File: src/rtl/mem_read_port_if.sv
// mem_read_port handshake and bus signals.
// slave: the read port; master: requester, memory and bus side.
interface mem_read_port_if;
  logic        rd_start;
  logic [31:0] addr;
  logic        mem_ack;
  logic [31:0] mem_rdata;
  logic        bus_grant;
  logic        mem_req;
  logic [31:0] mem_addr;
  logic [31:0] bus_out;
  logic        bus_drive;
  logic        busy;
  logic        done;
  logic        timeout_err;

  modport slave (
    input  rd_start, addr, mem_ack, mem_rdata, bus_grant,
    output mem_req, mem_addr, bus_out, bus_drive,
    output busy, done, timeout_err
  );

  modport master (
    output rd_start, addr, mem_ack, mem_rdata, bus_grant,
    input  mem_req, mem_addr, bus_out, bus_drive,
    input  busy, done, timeout_err
  );
endinterface

File: src/rtl/mem_read_port.sv
// Single-word memory read port: request, wait with timeout,
// then hold the word until the bus grants a transfer.
module mem_read_port #(
  parameter logic [31:0] q0       = 32'h0,
  parameter int          TIMEOUT  = 16,
  parameter logic [31:0] ERR_DATA = 32'hDEADBEEF
) (
  input logic           clk,
  input logic           clr,
  mem_read_port_if.slave bus
);

  typedef enum logic [1:0] {
    IDLE,
    WAIT,
    DRIVE
  } state_t;

  localparam logic [7:0] TLAST = 8'(TIMEOUT - 1);

  state_t      state_q, state_n;
  logic        req_q, req_n;
  logic [31:0] addr_q, addr_n;
  logic [31:0] data_q, data_n;
  logic [7:0]  cnt_q, cnt_n;
  logic        done_q, done_n;
  logic        terr_q, terr_n;

  // State and datapath registers; clr aborts any read at once.
  always_ff @(posedge clk or posedge clr) begin
    if (clr) begin
      state_q <= IDLE;
      req_q   <= 1'b0;
      addr_q  <= '0;
      data_q  <= q0;
      cnt_q   <= '0;
      done_q  <= 1'b0;
      terr_q  <= 1'b0;
    end else begin
      state_q <= state_n;
      req_q   <= req_n;
      addr_q  <= addr_n;
      data_q  <= data_n;
      cnt_q   <= cnt_n;
      done_q  <= done_n;
      terr_q  <= terr_n;
    end
  end

  // Next state; an ack takes priority over a same-cycle timeout.
  always_comb begin
    state_n = state_q;
    req_n   = req_q;
    addr_n  = addr_q;
    data_n  = data_q;
    cnt_n   = cnt_q;
    done_n  = 1'b0;
    terr_n  = terr_q;
    unique case (state_q)
      IDLE: begin
        if (bus.rd_start) begin
          state_n = WAIT;
          req_n   = 1'b1;
          addr_n  = bus.addr;
          cnt_n   = '0;
          terr_n  = 1'b0;
        end
      end
      WAIT: begin
        if (bus.mem_ack) begin
          state_n = DRIVE;
          req_n   = 1'b0;
          data_n  = bus.mem_rdata;
        end else if (cnt_q == TLAST) begin
          state_n = DRIVE;
          req_n   = 1'b0;
          data_n  = ERR_DATA;
          terr_n  = 1'b1;
        end else begin
          cnt_n = cnt_q + 8'd1;
        end
      end
      DRIVE: begin
        if (bus.bus_grant) begin
          state_n = IDLE;
          done_n  = 1'b1;
        end
      end
      default: state_n = IDLE;
    endcase
  end

  assign bus.bus_drive   = (state_q == DRIVE) & bus.bus_grant;
  assign bus.bus_out     = bus.bus_drive ? data_q : 32'h0;
  assign bus.busy        = (state_q != IDLE);
  assign bus.mem_req     = req_q;
  assign bus.mem_addr    = addr_q;
  assign bus.done        = done_q;
  assign bus.timeout_err = terr_q;

endmodule

File: src/flat_wrapper.sv
// flat-port wrapper written by rule: the top's interface ports become plain ports
module mem_read_port_flat 
#(
  parameter logic [31:0] q0       = 32'h0,
  parameter int          TIMEOUT  = 16,
  parameter logic [31:0] ERR_DATA = 32'hDEADBEEF
)
  (clk, clr, bus_rd_start, bus_addr, bus_mem_ack, bus_mem_rdata, bus_bus_grant, bus_mem_req, bus_mem_addr, bus_bus_out, bus_bus_drive, bus_busy, bus_done, bus_timeout_err);
  mem_read_port_if bus_i ();
  input logic clk;
  input logic clr;
  input wire logic [$bits(bus_i.rd_start)-1:0] bus_rd_start;
  input wire logic [$bits(bus_i.addr)-1:0] bus_addr;
  input wire logic [$bits(bus_i.mem_ack)-1:0] bus_mem_ack;
  input wire logic [$bits(bus_i.mem_rdata)-1:0] bus_mem_rdata;
  input wire logic [$bits(bus_i.bus_grant)-1:0] bus_bus_grant;
  output wire logic [$bits(bus_i.mem_req)-1:0] bus_mem_req;
  output wire logic [$bits(bus_i.mem_addr)-1:0] bus_mem_addr;
  output wire logic [$bits(bus_i.bus_out)-1:0] bus_bus_out;
  output wire logic [$bits(bus_i.bus_drive)-1:0] bus_bus_drive;
  output wire logic [$bits(bus_i.busy)-1:0] bus_busy;
  output wire logic [$bits(bus_i.done)-1:0] bus_done;
  output wire logic [$bits(bus_i.timeout_err)-1:0] bus_timeout_err;
  assign bus_i.rd_start = bus_rd_start;
  assign bus_i.addr = bus_addr;
  assign bus_i.mem_ack = bus_mem_ack;
  assign bus_i.mem_rdata = bus_mem_rdata;
  assign bus_i.bus_grant = bus_bus_grant;
  assign bus_mem_req = bus_i.mem_req;
  assign bus_mem_addr = bus_i.mem_addr;
  assign bus_bus_out = bus_i.bus_out;
  assign bus_bus_drive = bus_i.bus_drive;
  assign bus_busy = bus_i.busy;
  assign bus_done = bus_i.done;
  assign bus_timeout_err = bus_i.timeout_err;
  mem_read_port #(.q0(q0), .TIMEOUT(TIMEOUT), .ERR_DATA(ERR_DATA)) u_core (.clk(clk), .clr(clr), .bus(bus_i));
endmodule
File: config.mk
export PLATFORM = sky130hd
export DESIGN_NAME = mem_read_port_flat
export DESIGN_NICKNAME = d
export VERILOG_FILES = /design/src/rtl/mem_read_port_if.sv /design/src/rtl/mem_read_port.sv /design/src/flat_wrapper.sv
export SDC_FILE = /design/constraint.sdc
export NUM_CORES = 1
export LEC_CHECK = 0
export ABC_AREA = 0
export CORE_UTILIZATION = 42
export DETAILED_ROUTE_END_ITERATION = 16
export GPL_ROUTABILITY_DRIVEN = 0
export PLACE_DENSITY = 0.8
export RECOVER_POWER = 50
export REMOVE_ABC_BUFFERS = 1
export SETUP_SLACK_MARGIN = 0.1
export SKIP_CTS_REPAIR_TIMING = 1
export SYNTH_ARGS = -nofsm -noshare
export SYNTH_HDL_FRONTEND = slang
export SYNTH_SLANG_ARGS = --single-unit
File: constraint.sdc
create_clock -name clk -period 3.18 [get_ports clk]
set_input_delay 0.477 -clock clk [delete_from_list [all_inputs] [get_ports clk]]
set_output_delay 0.477 -clock clk [all_outputs]
set_load 0.005 [all_outputs]
# ---- Yosys cells after proc, flatten, opt, wreduce, memory -nomap -nowiden
# Cells that the tools add are included.
# Widths: inputs -> output; s select.
dict set report word_totals {
  word_cells 50
  reg_bits 77
  output_inout_bits 69
  ram_bits 0
  mem_count 0
  latch_bits 0
  rom_bits 0
}
dict set report op_classes {
  mux 22
  shift 0
  reduce_logical 10
  magnitude_cmp 0
  bitwise 1
  n_eq_ne 9
  n_div 0
  addsub 1
  mul 0
}
# cell count
set ops {}
lappend ops {{$mux 32} 3}
lappend ops {{$mux 8} 3}
lappend ops {{$pmux 8 s2} 1}
lappend ops {{$add 8x1->8 const B} 1}
lappend ops {{$eq 8x4->1 const B} 1}
lappend ops {{$mux 1} 8}
lappend ops {{$mux 2} 4}
lappend ops {{$ne 2x2->1 const B} 4}
lappend ops {{$reduce_and 4->1} 2}
lappend ops {{$pmux 2 s3} 1}
lappend ops {{$reduce_and 3->1} 2}
lappend ops {{$reduce_bool 2->1} 3}
lappend ops {{$pmux 1 s2} 2}
lappend ops {{$reduce_and 2->1} 2}
lappend ops {{$ne 3x2->1 const B} 1}
lappend ops {{$eq 2x1->1 const B} 1}
lappend ops {{$eq 2x2->1 const B} 1}
lappend ops {{$logic_not 2->1} 1}
lappend ops {{$ne 2x1->1 const B} 1}
lappend ops {{$and 1x1->1} 1}

# ---- Longest topological paths before layout
dict set report depth {
  depth_word 4
  depth_mapped 6
}

# ---- Worst setup path before layout
# No wires, ideal clock.
dict set report synth_path {
  path_type {reg-to-reg}
  startpoint {register u_core.cnt_q[4]}
  endpoint {register u_core.cnt_q[1]}
  path_buffers 0
  required_ps 3060
  path_stages_with_launch 5
  path_slack_ps 1562
  period_less_slack_ps 1618
  arrival_time_ps 1499
  cell_sequence {dfrtp_1 > or4_4 > o21ai_4 > nand2_4 > a31o_1}
}
dict set report synth_between {
  elab_chain_cells 3
}
# element line_no
set synth_rtl {}
lappend synth_rtl {{start: declaration} mem_read_port.sv:25} ;# logic [7:0] cnt_q, cnt_n;
lappend synth_rtl {{start signal: assignment} mem_read_port.sv:44} ;# cnt_q <= cnt_n;
lappend synth_rtl {{$eq 8x4->1} mem_read_port.sv:74} ;# end else if (cnt_q == TLAST) begin
lappend synth_rtl {{$ne 2x2->1 (no source line)} --}
lappend synth_rtl {{$reduce_and 4->1 (no source line)} --}
# No other way between the ends.
# A chain may end at the register's enable or synchronous reset.

# ---- Worst setup path after layout
dict set report layout_path {
  startpoint {input port bus_bus_grant}
  endpoint {output port bus_bus_out[31]}
}
dict set report layout_between {
  elab_chain_cells 2
}
# element line_no
set layout_rtl {}
lappend layout_rtl {{start: declaration} flat_wrapper.sv:16} ;# input wire logic [$bits(bus_i.bus_grant)-1:0] bus_bus_grant;
lappend layout_rtl {{$and 1x1->1} mem_read_port.sv:93} ;# assign bus.bus_drive = (state_q == DRIVE) & bus.bus_grant;
lappend layout_rtl {{$mux 32} mem_read_port.sv:94} ;# assign bus.bus_out = bus.bus_drive ? data_q : 32'h0;
lappend layout_rtl {{end: declaration} flat_wrapper.sv:19} ;# output wire logic [$bits(bus_i.bus_out)-1:0] bus_bus_out;
# No other way between the ends.

==> out/qor.csv <==
metric,value,unit
status,completed,
core area,7330,sq um
syn_area_per_cell,10.5,sq um
post-synthesis sequential area ratio,59.8,%
PortBufs,137,
Critical Path End Type,primary output,
RSZ-0062 raised after global routing,false,
Yosys cell types,38,
Site Rows,31,
vias in the first global route,2598,
Finish-stage setup viols,0,
Synth Flop Type,dfrtp_1,
chip height,89.6,microns
clk_skew,0.00899,ns
WL met1,3.30,mm
"FF+latch count, synth",77,
CTS root buf,clkbuf_8,
synth warn,0,
Worst-path clk slew,0.07,ns
Post-Syn Area,3220,sq um
met3 WL,704,microns
Post-synth EDFFs,0,
via count,2667,
Post-synth ARST share,100,%
PnR Total Power,0.00400,W
Pleak,2.19,nW
HPWL after DPL,5.51,mm
Synth top area share,59.8,%
"area leader, netlist",dfrtp_1,
Nets,515,
Mapped Cells,308,
DR pass1 iterations,4,
antenna violations before repair,0,
VDD IR max,0.000488,V
Post-Route WL,7.66,mm
DR WL/cell,14.0,microns
post-placement cell area,4680,sq um
Area contributors post-synth,"dfrtp_1, nand2_1, and2_1",
crit-path max FO,34,
worst-skew pair later-pin latency,0.33,ns
Final Worst Setup Slack,0.664,ns
ANT cells,0,
I/O pin total,138,
cell area after layout,4890,sq um
post-route ant nets,0,
type of the worst min-delay path,flop to flop,
worst-margin pin slew,1.43,ns
starting utilization of the core area,43.9,%
power density cells,819,nW/um^2
startpoint types,primary input,
uppermost layer routed,met4,
WHS,0.470,ns
share of layout cells above drive strength 1,5.78,%
WS Path Type,primary input to primary output,
Setup TNS Final,0,ns
Fin. Hold Viols,0,
final worst-path cycle share,79.1,%
Critical Path AT,2.04,ns
max_cap viols,0,
Area growth syn-to-layout,51.7,%
Period minus WS final,2.52,ns
H-tree Lvls,3,
"Req. time, crit path",2.70,ns
CTS tree,yes,
die width,89.6,microns
met2 WL,3.57,mm
post-place setup slack,0.668,ns
total CTS buffers,9,
clock sink count,77,
clk buf depth,2,
Iter 0 DRT Violations,114,
Slew Limit Fails,0,
via/cell ratio,4.86,
die area,8020,sq um
Fmax achieved,397,MHz
first-pass GRT wire length,11.9,mm
drc violations,0,
largest net degree at the start of global routing,51,
Total Routing Usage GR,19.7,%
slew margin rel.,4.56,%
grt ovf,0,
==> flip-flops by register name, indices dropped and copies added, names as in the netlist <==
| signal | cells |
|---|---|
| u_core.bus.timeout_err | 1 |
| u_core.data_q | 32 |
| u_core.bus.done | 1 |
| u_core.bus.mem_req | 1 |
| u_core.bus.mem_addr | 32 |
| u_core.cnt_q | 8 |
| u_core.state_q | 2 |
==> layer usage <==
layer,up-vias,global-route usage [%]
li1,1301,-
met1,1256,24.2
met2,102,32.0
met3,8,7.02
met4,0,7.22
met5,-,0
==> cell families after synthesis <==
logic type      Yosys count  synth area share [%]
fa+ha+maj                 1                 0.388
mux                       1                 0.311
buf+inv                  22                  3.30
compound gates           51                  13.4
simple gates            156                  22.7
flops                    77                  59.8
==> worst max-delay path, cell delays in order <==
cell,delay [ns]
clkdlybuf4s50_1,0.48
inv_1,0.04
nor2_1,0.09
buf_4,0.27
and2_1,0.18
clkdlybuf4s50_1,0.50
==> through the flow <==
step / utilization (%) / std cells
after global placement: 63.9 / 533
final: 66.7 / 549
after floorplan: - / 292
after CTS: 66.9 / 549
after global routing: 66.7 / 549
after detailed placement: 63.9 / 533
==> placed cells by master, fill, tap and decap left out, drive strengths merged, types with 2 or more instances in the layout <==
cell type	instances
nor3b	2
o211ai	2
o21ai	5
and3	2
bufinv	2
dfrtp	77
inv	6
or4	2
o22a	24
dlygate4sd3	8
and2	34
nand2b	2
nand3	4
nor2	4
a22o	9
clkbuf	11
nand2	103
buf	4
a31oi	3
clkinv	3
clkdlybuf4s50	129
==> where the power goes <==
part / switching, W / internal (W)
sequential: 0.000247 / 0.00142
clock: 0.000346 / 0.000462
combinational: 0.000661 / 0.000868
total: 0.00125 / 0.00275
==> worst paths after layout <==
check	startpoint	to	slack, ns	cells past startpoint
setup / recovery	bus_bus_grant	bus_bus_out[31]	0.66	6
hold / removal	u_core.cnt_q[7]	u_core.cnt_q[7]	0.47	1
setup reg to reg	u_core.cnt_q[4]	u_core.cnt_q[1]	0.84	4
hold reg to reg	u_core.cnt_q[7]	u_core.cnt_q[7]	0.47	1
max in group asynchronous	clr	u_core.bus.mem_addr[22]	1.50	3
min in group asynchronous	clr	u_core.data_q[12]	0.86	2
==> final cells by class <==
class / instances / area, sq um
timing repair buffer: 142 / 1420
multi-input combinational: 209 / 1170
tap: 99 / 124
inverter: 6 / 22.5
clock inverter: 6 / 86.3
sequential: 77 / 1930
clock buffer: 10 / 138
fill: 586 / 2440
==> synth_stat cells (2+ instances only) <==
library cell  count
buf_8             2
and3_1            2
o211ai_1          2
inv_1             6
a31oi_1           3
nand2b_1          2
and2_1           34
nand3_1           4
o22a_1           24
nor2_1            3
clkbuf_1         12
o21ai_0           3
nand2_1         102
a22o_1            9
dfrtp_1          77
Note: power is estimated with default switching activity, not from simulation.
